### src/rtl/program_loader.sv
// Byte-stream program loader: receives a length byte then N instruction words, writes them
// to instruction memory and releases the CPU. Optional trailing checksum: PROGRAM_LOADER_CHECKSUM_EN.
module program_loader #(
    parameter int ADDR_W = 5,
    parameter int DATA_W = 8,
    parameter int DEPTH  = 32
) (
    input  logic              clk,
    input  logic              reset,
    input  logic              start,
    input  logic              in_valid,
    input  logic [DATA_W-1:0] in_data,
    output logic              in_ready,
    output logic              load,
    output logic              is_instruction,
    output logic [ADDR_W-1:0] load_address,
    output logic [DATA_W-1:0] cpu_input,
    output logic              cpu_run,
    output logic              busy,
    output logic              error,
    output logic [ADDR_W:0]   word_count
);

    localparam logic [DATA_W:0] DEPTH_EXT = (DATA_W+1)'(DEPTH);

    typedef enum logic [2:0] {
        S_IDLE  = 3'd0,
        S_LEN   = 3'd1,
        S_LOAD  = 3'd2,
`ifdef PROGRAM_LOADER_CHECKSUM_EN
        S_CHECK = 3'd3,
`endif
        S_RUN   = 3'd4,
        S_ERR   = 3'd5
    } state_t;

    state_t state, state_nxt;

    logic              xfer_p0;
    logic [DATA_W:0]   len_ext;
    logic              len_ok;
    logic [ADDR_W:0]   len_r;
    logic [ADDR_W:0]   wc_inc;
    logic              last_byte;
    logic [ADDR_W-1:0] addr_cnt;

    assign xfer_p0   = in_valid && in_ready;
    assign len_ext   = {1'b0, in_data};
    assign len_ok    = (len_ext != '0) && (len_ext <= DEPTH_EXT);
    assign wc_inc    = word_count + (ADDR_W+1)'(1);
    assign last_byte = (wc_inc == len_r);

`ifdef PROGRAM_LOADER_CHECKSUM_EN
    logic [7:0] csum_acc;
    logic       csum_ok;

    function automatic logic [7:0] csum_add(input logic [7:0] acc, input logic [7:0] b);
        return acc + b;
    endfunction

    assign csum_ok = (in_data[7:0] == csum_acc);
`endif

    // State register
    always_ff @(posedge clk or posedge reset) begin
        if (reset) begin
            state <= S_IDLE;
        end else begin
            state <= state_nxt;
        end
    end

    // Next-state logic; start only matters in IDLE, RUN and ERR
    always_comb begin
        state_nxt = state;
        case (state)
            S_IDLE: if (start) state_nxt = S_LEN;
            S_LEN: begin
                if (xfer_p0) state_nxt = len_ok ? S_LOAD : S_ERR;
            end
            S_LOAD: begin
                if (xfer_p0 && last_byte) begin
`ifdef PROGRAM_LOADER_CHECKSUM_EN
                    state_nxt = S_CHECK;
`else
                    state_nxt = S_RUN;
`endif
                end
            end
`ifdef PROGRAM_LOADER_CHECKSUM_EN
            S_CHECK: begin
                if (xfer_p0) state_nxt = csum_ok ? S_RUN : S_ERR;
            end
`endif
            S_RUN:  if (start) state_nxt = S_LEN;
            S_ERR:  if (start) state_nxt = S_LEN;
            default: state_nxt = S_IDLE;
        endcase
    end

    // Moore outputs
    always_comb begin
        in_ready = 1'b0;
        busy     = 1'b0;
        error    = 1'b0;
        cpu_run  = 1'b0;
        case (state)
            S_LEN, S_LOAD: begin
                in_ready = 1'b1;
                busy     = 1'b1;
            end
`ifdef PROGRAM_LOADER_CHECKSUM_EN
            S_CHECK: begin
                in_ready = 1'b1;
                busy     = 1'b1;
            end
`endif
            S_RUN:   cpu_run = 1'b1;
            S_ERR:   error   = 1'b1;
            default: ;
        endcase
    end

    // Write pulse stage: memory sees the byte one cycle after its transfer
    always_ff @(posedge clk or posedge reset) begin
        if (reset) begin
            load           <= 1'b0;
            is_instruction <= 1'b0;
            load_address   <= '0;
            cpu_input      <= '0;
            addr_cnt       <= '0;
            word_count     <= '0;
            len_r          <= '0;
        end else begin
            load           <= 1'b0;
            is_instruction <= 1'b0;
            if (state == S_LEN && xfer_p0 && len_ok) begin
                addr_cnt   <= '0;
                word_count <= '0;
                len_r      <= len_ext[ADDR_W:0];
            end
            if (state == S_LOAD && xfer_p0) begin
                load           <= 1'b1;
                is_instruction <= 1'b1;
                load_address   <= addr_cnt;
                cpu_input      <= in_data;
                addr_cnt       <= addr_cnt + ADDR_W'(1);
                word_count     <= wc_inc;
            end
        end
    end

`ifdef PROGRAM_LOADER_CHECKSUM_EN
    always_ff @(posedge clk or posedge reset) begin
        if (reset) begin
            csum_acc <= '0;
        end else if (state == S_LEN && xfer_p0 && len_ok) begin
            csum_acc <= '0;
        end else if (state == S_LOAD && xfer_p0) begin
            csum_acc <= csum_add(csum_acc, in_data[7:0]);
        end
    end
`endif

endmodule

### config.mk
export PLATFORM = sky130hd
export DESIGN_NAME = program_loader
export DESIGN_NICKNAME = d
export VERILOG_FILES = /design/src/rtl/program_loader.sv
export SDC_FILE = /design/constraint.sdc
export NUM_CORES = 1
export LEC_CHECK = 0
export ABC_CLOCK_PERIOD_IN_PS = 4300
export CAP_MARGIN = 20
export CORE_MARGIN = 4
export CORE_UTILIZATION = 40
export DETAILED_ROUTE_END_ITERATION = 8
export DONT_BUFFER_PORTS = 1
export GPL_ROUTABILITY_DRIVEN = 1
export SYNTH_ARGS = -nofsm -noshare
export SYNTH_HDL_FRONTEND = slang
export SYNTH_SLANG_ARGS = --single-unit
### constraint.sdc
create_clock -name clk -period 4.3 [get_ports clk]
set_clock_uncertainty 0.15 [all_clocks]
set_input_delay 0.86 -clock clk [delete_from_list [all_inputs] [get_ports clk]]
set_output_delay 0.86 -clock clk [all_outputs]
set_load 0.02 [all_outputs]
==> results by group, run 1 <==
Run status
  – Outcome: finished clean

Global routing
  – Total track usage: about 15%
  – Global-route wire length before repair: approximately 6100 um
  – Grt ovf: 0
  – Number of global-route vias before repair: around 1200
  – Initial antenna violation count: 0
  – Maximum number of pins on one net before global-route repair: 35

Floorplanning
  – Die X: 72.8 um
  – Ports: 37
  – Core area: 4030 sq um
  – Initial Util: between 40% and 50%
  – Cell Rows: 23
  – Die H: roughly 73 um
  – Die area: around 5300 sq um

Synth
  – Async SR Flop Fraction: 100%
  – Sequential area share after synthesis: 50.7%
  – Mean Syn Cell Area: 10.2 sq um
  – Net Count, Synth: approximately 180
  – Post-synth cell types: 38
  – Seq cells post-synth: 34
  – Ys flop type: dfrtp_1
  – Cells after synthesis: between 150 and 200
  – EDFF count, synth: 0
  – Cell Area, Synth: ~1700 sq um
  – Yosys Warn Count: 0

Placed design
  – Placement Setup Slack: 1.85 ns
  – Detailed Place HPWL: 2420 um
  – DP Cell Count: about 210
  – PortBufs: 0
  – RePlAce Congestion: around 0.8

Timing
  – Slew margin rel.: between 50% and 60%
  – Unrepaired setup endpoints after global routing: false
  – Total negative setup slack: 0 ns
  – Highest clock rate: 411 MHz
  – Fin. Hold Viols: 0
  – Worst-Margin Slew: between 0.7 and 0.8 ns
  – Final WS setup: between 1.5 and 2 ns
  – Fin crit share: a little under three fifths
  – Final Max Tran Viols: 0
  – Final setup vio count: 0
  – Crit path time final: approximately 2.4 ns

Finish
  – Area of the multi-input gates: 771 sq um
  – Synth-to-layout area growth: 9.54%
  – FILL cells: just over 400
  – Share of cells above drive strength 1: 15.5%
  – Fin cells: 218
  – N_diodes: 0
  – Register area: between 800 and 900 sq um
  – Final #Nets: 182

Setup path
  – R2R Path Start: word_count[0]
  – CP Max Fanout: 6
  – Reg2reg path depth: 6
  – Largest stage delay on the critical path: approximately 0.56 ns
  – Worst R2R Setup Slack: between 2 and 2.5 ns
  – Worst r2r dst: state[2]
  – Worst-path cell chain: xnor2_1 -> nor2_1
  – CP top delay family: simple AND/OR/NAND/NOR gates
  – Worst path required time: around 3.3 ns
  – Worst Setup Start Kind: register
  – Crit path buf inv count: 0
  – WP data arrival: around 1.4 ns
  – Critical path class: reg2out
  – Slowest-stage cell, CP: nor2_1
  – Critical Path Sink Type: output pin

Drt
  – Detail Route met3 WL: 257 um
  – Routed WL per cell: ~16 um
  – Initial DRT Pass Iterations: 4
  – Uppermost layer routed: met4
  – DRT Wirelength: 3440 um
  – Remaining DRCs: 0
  – Met1 wire length: 1530 um
  – Post-route antenna net violation count: 0
  – Total number of vias: approximately 1200
  – Met2 WL: roughly 1600 um
  – Via density: ~5.3
  – Drt first-iter violations: 44

Clock network
  – Num CTS Buffers: 5
  – CTS clk-pin slew, worst paths: roughly 0.06 ns
  – Number of post-CTS setup repair buffers: 0
  – Root Buffer: clkbuf_8
  – CTS sink count: 34
  – Post-CTS Hold Fix Bufs: 0
  – CTS Buffer Depth: 2
  – Post-CTS resize count: 0
  – CTS tree: built
  – Worst-skew pair later-pin latency: 0.28 ns
  – H-Tree Level Count: 2

Power and ir drop
  – PD cells: around 480 nW/um^2
  – VDD IR-drop max: around 0.21 mV
  – P_leak: a little over 0.9 nW

Worst hold path
  – Hold Crit Depth: 2
  – Hold Crit Class: reg2reg
  – Hold endpoint: load_address[4]
  – Beginning of the worst hold path: addr_cnt[4]

Run
  – Max Cap Viol: 0
## sequential cells by signal, summed over array words and instances, names as in the netlist
signal	cells
is_instruction	1
state	3
cpu_input	8
len_r	6
word_count	6
load_address	5
addr_cnt	5
## synthesized netlist by cell type, drive strengths merged (2+ instances only)
master  count  area (sq um)
nor3        5          25.0
nand3       7          40.0
mux2        6          71.3
a31o        2          17.5
dfrtp      34           851
a22o        3          26.3
a31oi       2          12.5
buf         3          18.8
xor2        3          26.3
xnor2       9          78.8
ha          2          25.0
nor2        7          28.8
a21oi       3          22.5
nand2b      2          12.5
inv         7          26.3
nand2      48           188
clkbuf      3          11.3
mux2i       2          20.0
a21o        4          30.0
nor3b       2          15.0
## power by group
part	total [mW]	internal, mW	switching (mW)
clock	0.295	0.185	0.110
sequential	0.429	0.364	0.0647
combinational	0.155	0.0770	0.0780
total	0.879	0.626	0.252
## worst reg2reg max path: cells and delay by family, from the launching register on
kind                     cells  cell delay [ns]
flip-flops                   1             0.57
adder cells (fa/ha/maj)      1             0.30
XOR/XNOR                     1             0.22
AND/OR/NAND/NOR              1             0.16
AO/OA/AOI/OAI                3             0.55
## worst max path at each step
stage / endpoint / startpoint / slack, ns / cells past startpoint
2_1_floorplan: len_r[0] / in_data[1] / 1.91 / 4
3_3_place_gp: len_r[0] / in_data[1] / 1.88 / 4
3_5_place_dp: len_r[1] / in_data[1] / 1.85 / 4
4_1_cts: in_ready / state[0] / 1.85 / 2
5_1_grt: busy / state[0] / 1.81 / 2
6_report: in_ready / state[0] / 1.87 / 2
## cells by family after synthesis
logic type      after synthesis  synth area share, %
xor+xnor                     12                 6.26
simple gates                 76                 22.2
compound gates               20                 10.5
flops                        34                 50.7
mux                           8                 5.44
buf+inv                      13                 3.35
fa+ha+maj                     2                 1.49
## metrics by stage
stage               utilization [%]  total power [mW]  hold slack (ns)  cell area [sq um]
detailed placement             42.8             0.592            0.348               1730
global placement               42.8             0.583            0.334               1730
CTS                            45.6             0.891            0.363               1840
floorplan                         -             0.561            0.313               1680
global route                   45.6             0.927            0.390               1840
finish                         45.6             0.879            0.357               1840
## cell usage in the layout, fill, tap and decap left out, types with 2 or more instances in the layout
master,instances
a31oi_1,2
nand2_1,47
dfrtp_1,34
nand3_1,6
a31o_1,2
inv_1,6
a21oi_2,2
mux2_2,5
nand2b_1,2
nor2_1,6
xor2_1,3
xnor2_1,9
nor3b_1,2
buf_4,2
a22o_1,3
nor3_1,5
clkbuf_8,6
mux2i_1,2
a21o_1,4
ha_1,2
## per-layer routing
layer  GRT usage (%)  vias to the layer above
met5               0                        -
met4            5.53                        0
met3            5.65                        6
met2            22.7                       33
met1            19.5                      558
li1                -                      558
## area by class of cell
cell class	count	share of cell area, %
Tap cell	50	3.40
Multi-Input combinational cell	118	41.9
Inverter	7	1.43
Clock buffer	6	4.49
Timing Repair Buffer	2	0.817
Clock inverter	1	1.63
Sequential cell	34	46.3
No activity file was read; power rests on OpenSTA's default activity.
==> run 2: changes to the inputs <==
--- a/config.mk
+++ b/config.mk
@@ -5,7 +5,7 @@
 export SDC_FILE = /design/constraint.sdc
 export NUM_CORES = 1
 export LEC_CHECK = 0
-export ABC_CLOCK_PERIOD_IN_PS = 4300
+export ABC_CLOCK_PERIOD_IN_PS = 2000
 export CAP_MARGIN = 20
 export CORE_MARGIN = 4
 export CORE_UTILIZATION = 40
==> constraint.sdc (replaced) <==
create_clock -name clk -period 2 [get_ports clk]
set_clock_uncertainty 0.15 [all_clocks]
set_input_delay 0.4 -clock clk [delete_from_list [all_inputs] [get_ports clk]]
set_output_delay 0.4 -clock clk [all_outputs]
set_load 0.02 [all_outputs]
==> run 2 against run 1 <==
Net effect:
- via count is 2.7% higher
- non-clock buffer count is 8 higher
- final cell count is 3.2% higher
==> results by group, run 2 (same netlist as run 1, synthesis figures left out) <==
Run status
  – Outcome: finished clean

Placed design
  – RePlAce Congestion: a little over 0.8
  – Placement Setup Slack: around 0.013 ns
  – PortBufs: 0
  – Detailed Place HPWL: 2520 um
  – DP Cell Count: between 200 and 250

Drt
  – Drt first-iter violations: 60
  – Via density: between 5 and 6
  – Total number of vias: roughly 1200
  – Remaining DRCs: 0
  – Post-route antenna net violation count: 0
  – Routed WL per cell: ~15 um
  – DRT Wirelength: 3410 um
  – Initial DRT Pass Iterations: 4

Global routing
  – Global-route wire length before repair: 5980 um
  – Maximum number of pins on one net before global-route repair: 35
  – Total track usage: around 15%
  – Initial antenna violation count: 0
  – Grt ovf: 0
  – Number of global-route vias before repair: around 1200

Clock network
  – Num CTS Buffers: 5
  – Root Buffer: clkbuf_8
  – CTS Buffer Depth: 2
  – CTS tree: built
  – Worst-skew pair later-pin latency: around 0.27 ns
  – H-Tree Level Count: 2
  – Number of post-CTS setup repair buffers: 0
  – CTS clk-pin slew, worst paths: 0.06 ns
  – CTS sink count: 34

Floorplanning
  – Initial Util: 41.6%
  – Die X: 72.8 um
  – Ports: 37
  – Core area: 4030 sq um
  – Die area: 5290 sq um
  – Die H: about 73 um
  – Cell Rows: 23

Finish
  – Share of cells above drive strength 1: between 10% and 20%
  – Commonest non-fill, non-tap cell in the layout: nand2_1
  – Synth-to-layout area growth: 11.5%
  – Biggest register: cpu_input
  – Most frequent cells in the layout: 47 x nand2_1, 34 x dfrtp_1, 9 x xnor2_1, 9 x buf_4
  – N_diodes: 0
  – Fin cells: about 230
  – Final #Nets: between 150 and 200
  – Max FFs per register: 8
  – Top flop regs: cpu_input (8), len_r (6), word_count (6)

Setup path
  – WP data arrival: between 1.5 and 2 ns
  – Slowest-stage cell, CP: dfrtp_1
  – Worst Setup Start Kind: register
  – Worst path required time: around 2 ns
  – CP Max Fanout: 4
  – Largest stage delay on the critical path: roughly 0.4 ns
  – Critical Path Sink Type: register
  – Worst-path cell chain: ha_1 -> nand3_1 -> xor2_1 -> a21oi_1 -> o2111a_1 -> a221o_1
  – Critical path class: reg2reg

Timing
  – Final Max Tran Viols: 0
  – Worst-Margin Slew: about 0.42 ns
  – Total negative setup slack: 0 ns
  – Unrepaired setup endpoints after global routing: false
  – Slew margin rel.: 71.7%
  – Final WS setup: 0.189 ns
  – Final setup vio count: 0
  – Crit path time final: roughly 1.8 ns
  – Fin. Hold Viols: 0
  – Fin crit share: between 90% and 100%
  – Highest clock rate: between 500 and 600 MHz

Worst hold path
  – Hold Crit Class: in2reg

Power and ir drop
  – PD cells: approximately 940 nW/um^2
  – P_leak: between 0.9 and 1 nW
  – VDD IR-drop max: roughly 0.6 mV

Run
  – Max Cap Viol: 0
[run 2: where the power goes]
part	internal, mW	switching (mW)
registers	0.783	0.123
clock network	0.265	0.221
logic	0.187	0.182
[run 2: repair_timing]
item,4_1_cts,5_1_grt
gates resized for setup,0,0
endpoints found under the hold margin,34,0
hold buffers,1,0
[run 2: final cells by class]
| cell class | count | area (sq um) |
|---|---|---|
| repair buffers | 10 | 77.6 |
| well taps | 50 | 62.6 |
| inverters | 7 | 26.3 |
| flip-flops and latches | 34 | 851 |
| multi-input cells | 118 | 771 |
| clock buffers | 6 | 82.6 |
| fillers | 384 | 2160 |
[run 2: per-layer routing]
metal | global-route usage, % | vias to the layer above | wire length, um
met1 | 19.3 | 564 | 1450
li1 | - | 571 | -
met3 | 6.34 | 4 | 321
met5 | 0 | - | 0
met4 | 2.46 | 0 | 23
met2 | 22.7 | 47 | 1610
[run 2: final timing paths]
check / depth (start not counted) / from / slack, ns / to
max: 6 / word_count[0] / 0.19 / state[2]
min: 1 / in_valid / 0.07 / state[1]
max reg2reg: 6 / word_count[0] / 0.19 / state[2]
min reg2reg: 2 / addr_cnt[4] / 0.36 / load_address[4]
max in group asynchronous: 3 / reset / 0.88 / word_count[0]
min in group asynchronous: 3 / reset / 0.52 / cpu_input[1]
[run 2: critical path, delay by kind of cell (launching register included)]
family | cells | cell delay (ns)
flip-flops | 1 | 0.39
AND/OR/NAND/NOR | 1 | 0.15
AO/OA/AOI/OAI | 3 | 0.55
adder cells (fa/ha/maj) | 1 | 0.25
XOR/XNOR | 1 | 0.20
[run 2: through the flow]
stage | area (sq um) | util, % | hold WS (ns) | total power, mW
5_1_grt | 1870 | 46.4 | 0.0561 | 1.87
4_1_cts | 1870 | 46.4 | 0.0617 | 1.78
2_1_floorplan | 1680 | - | 0.313 | 1.21
3_5_place_dp | 1780 | 44.1 | 0.271 | 1.29
3_3_place_gp | 1780 | 44.1 | 0.254 | 1.28
6_report | 1870 | 46.4 | 0.0667 | 1.76
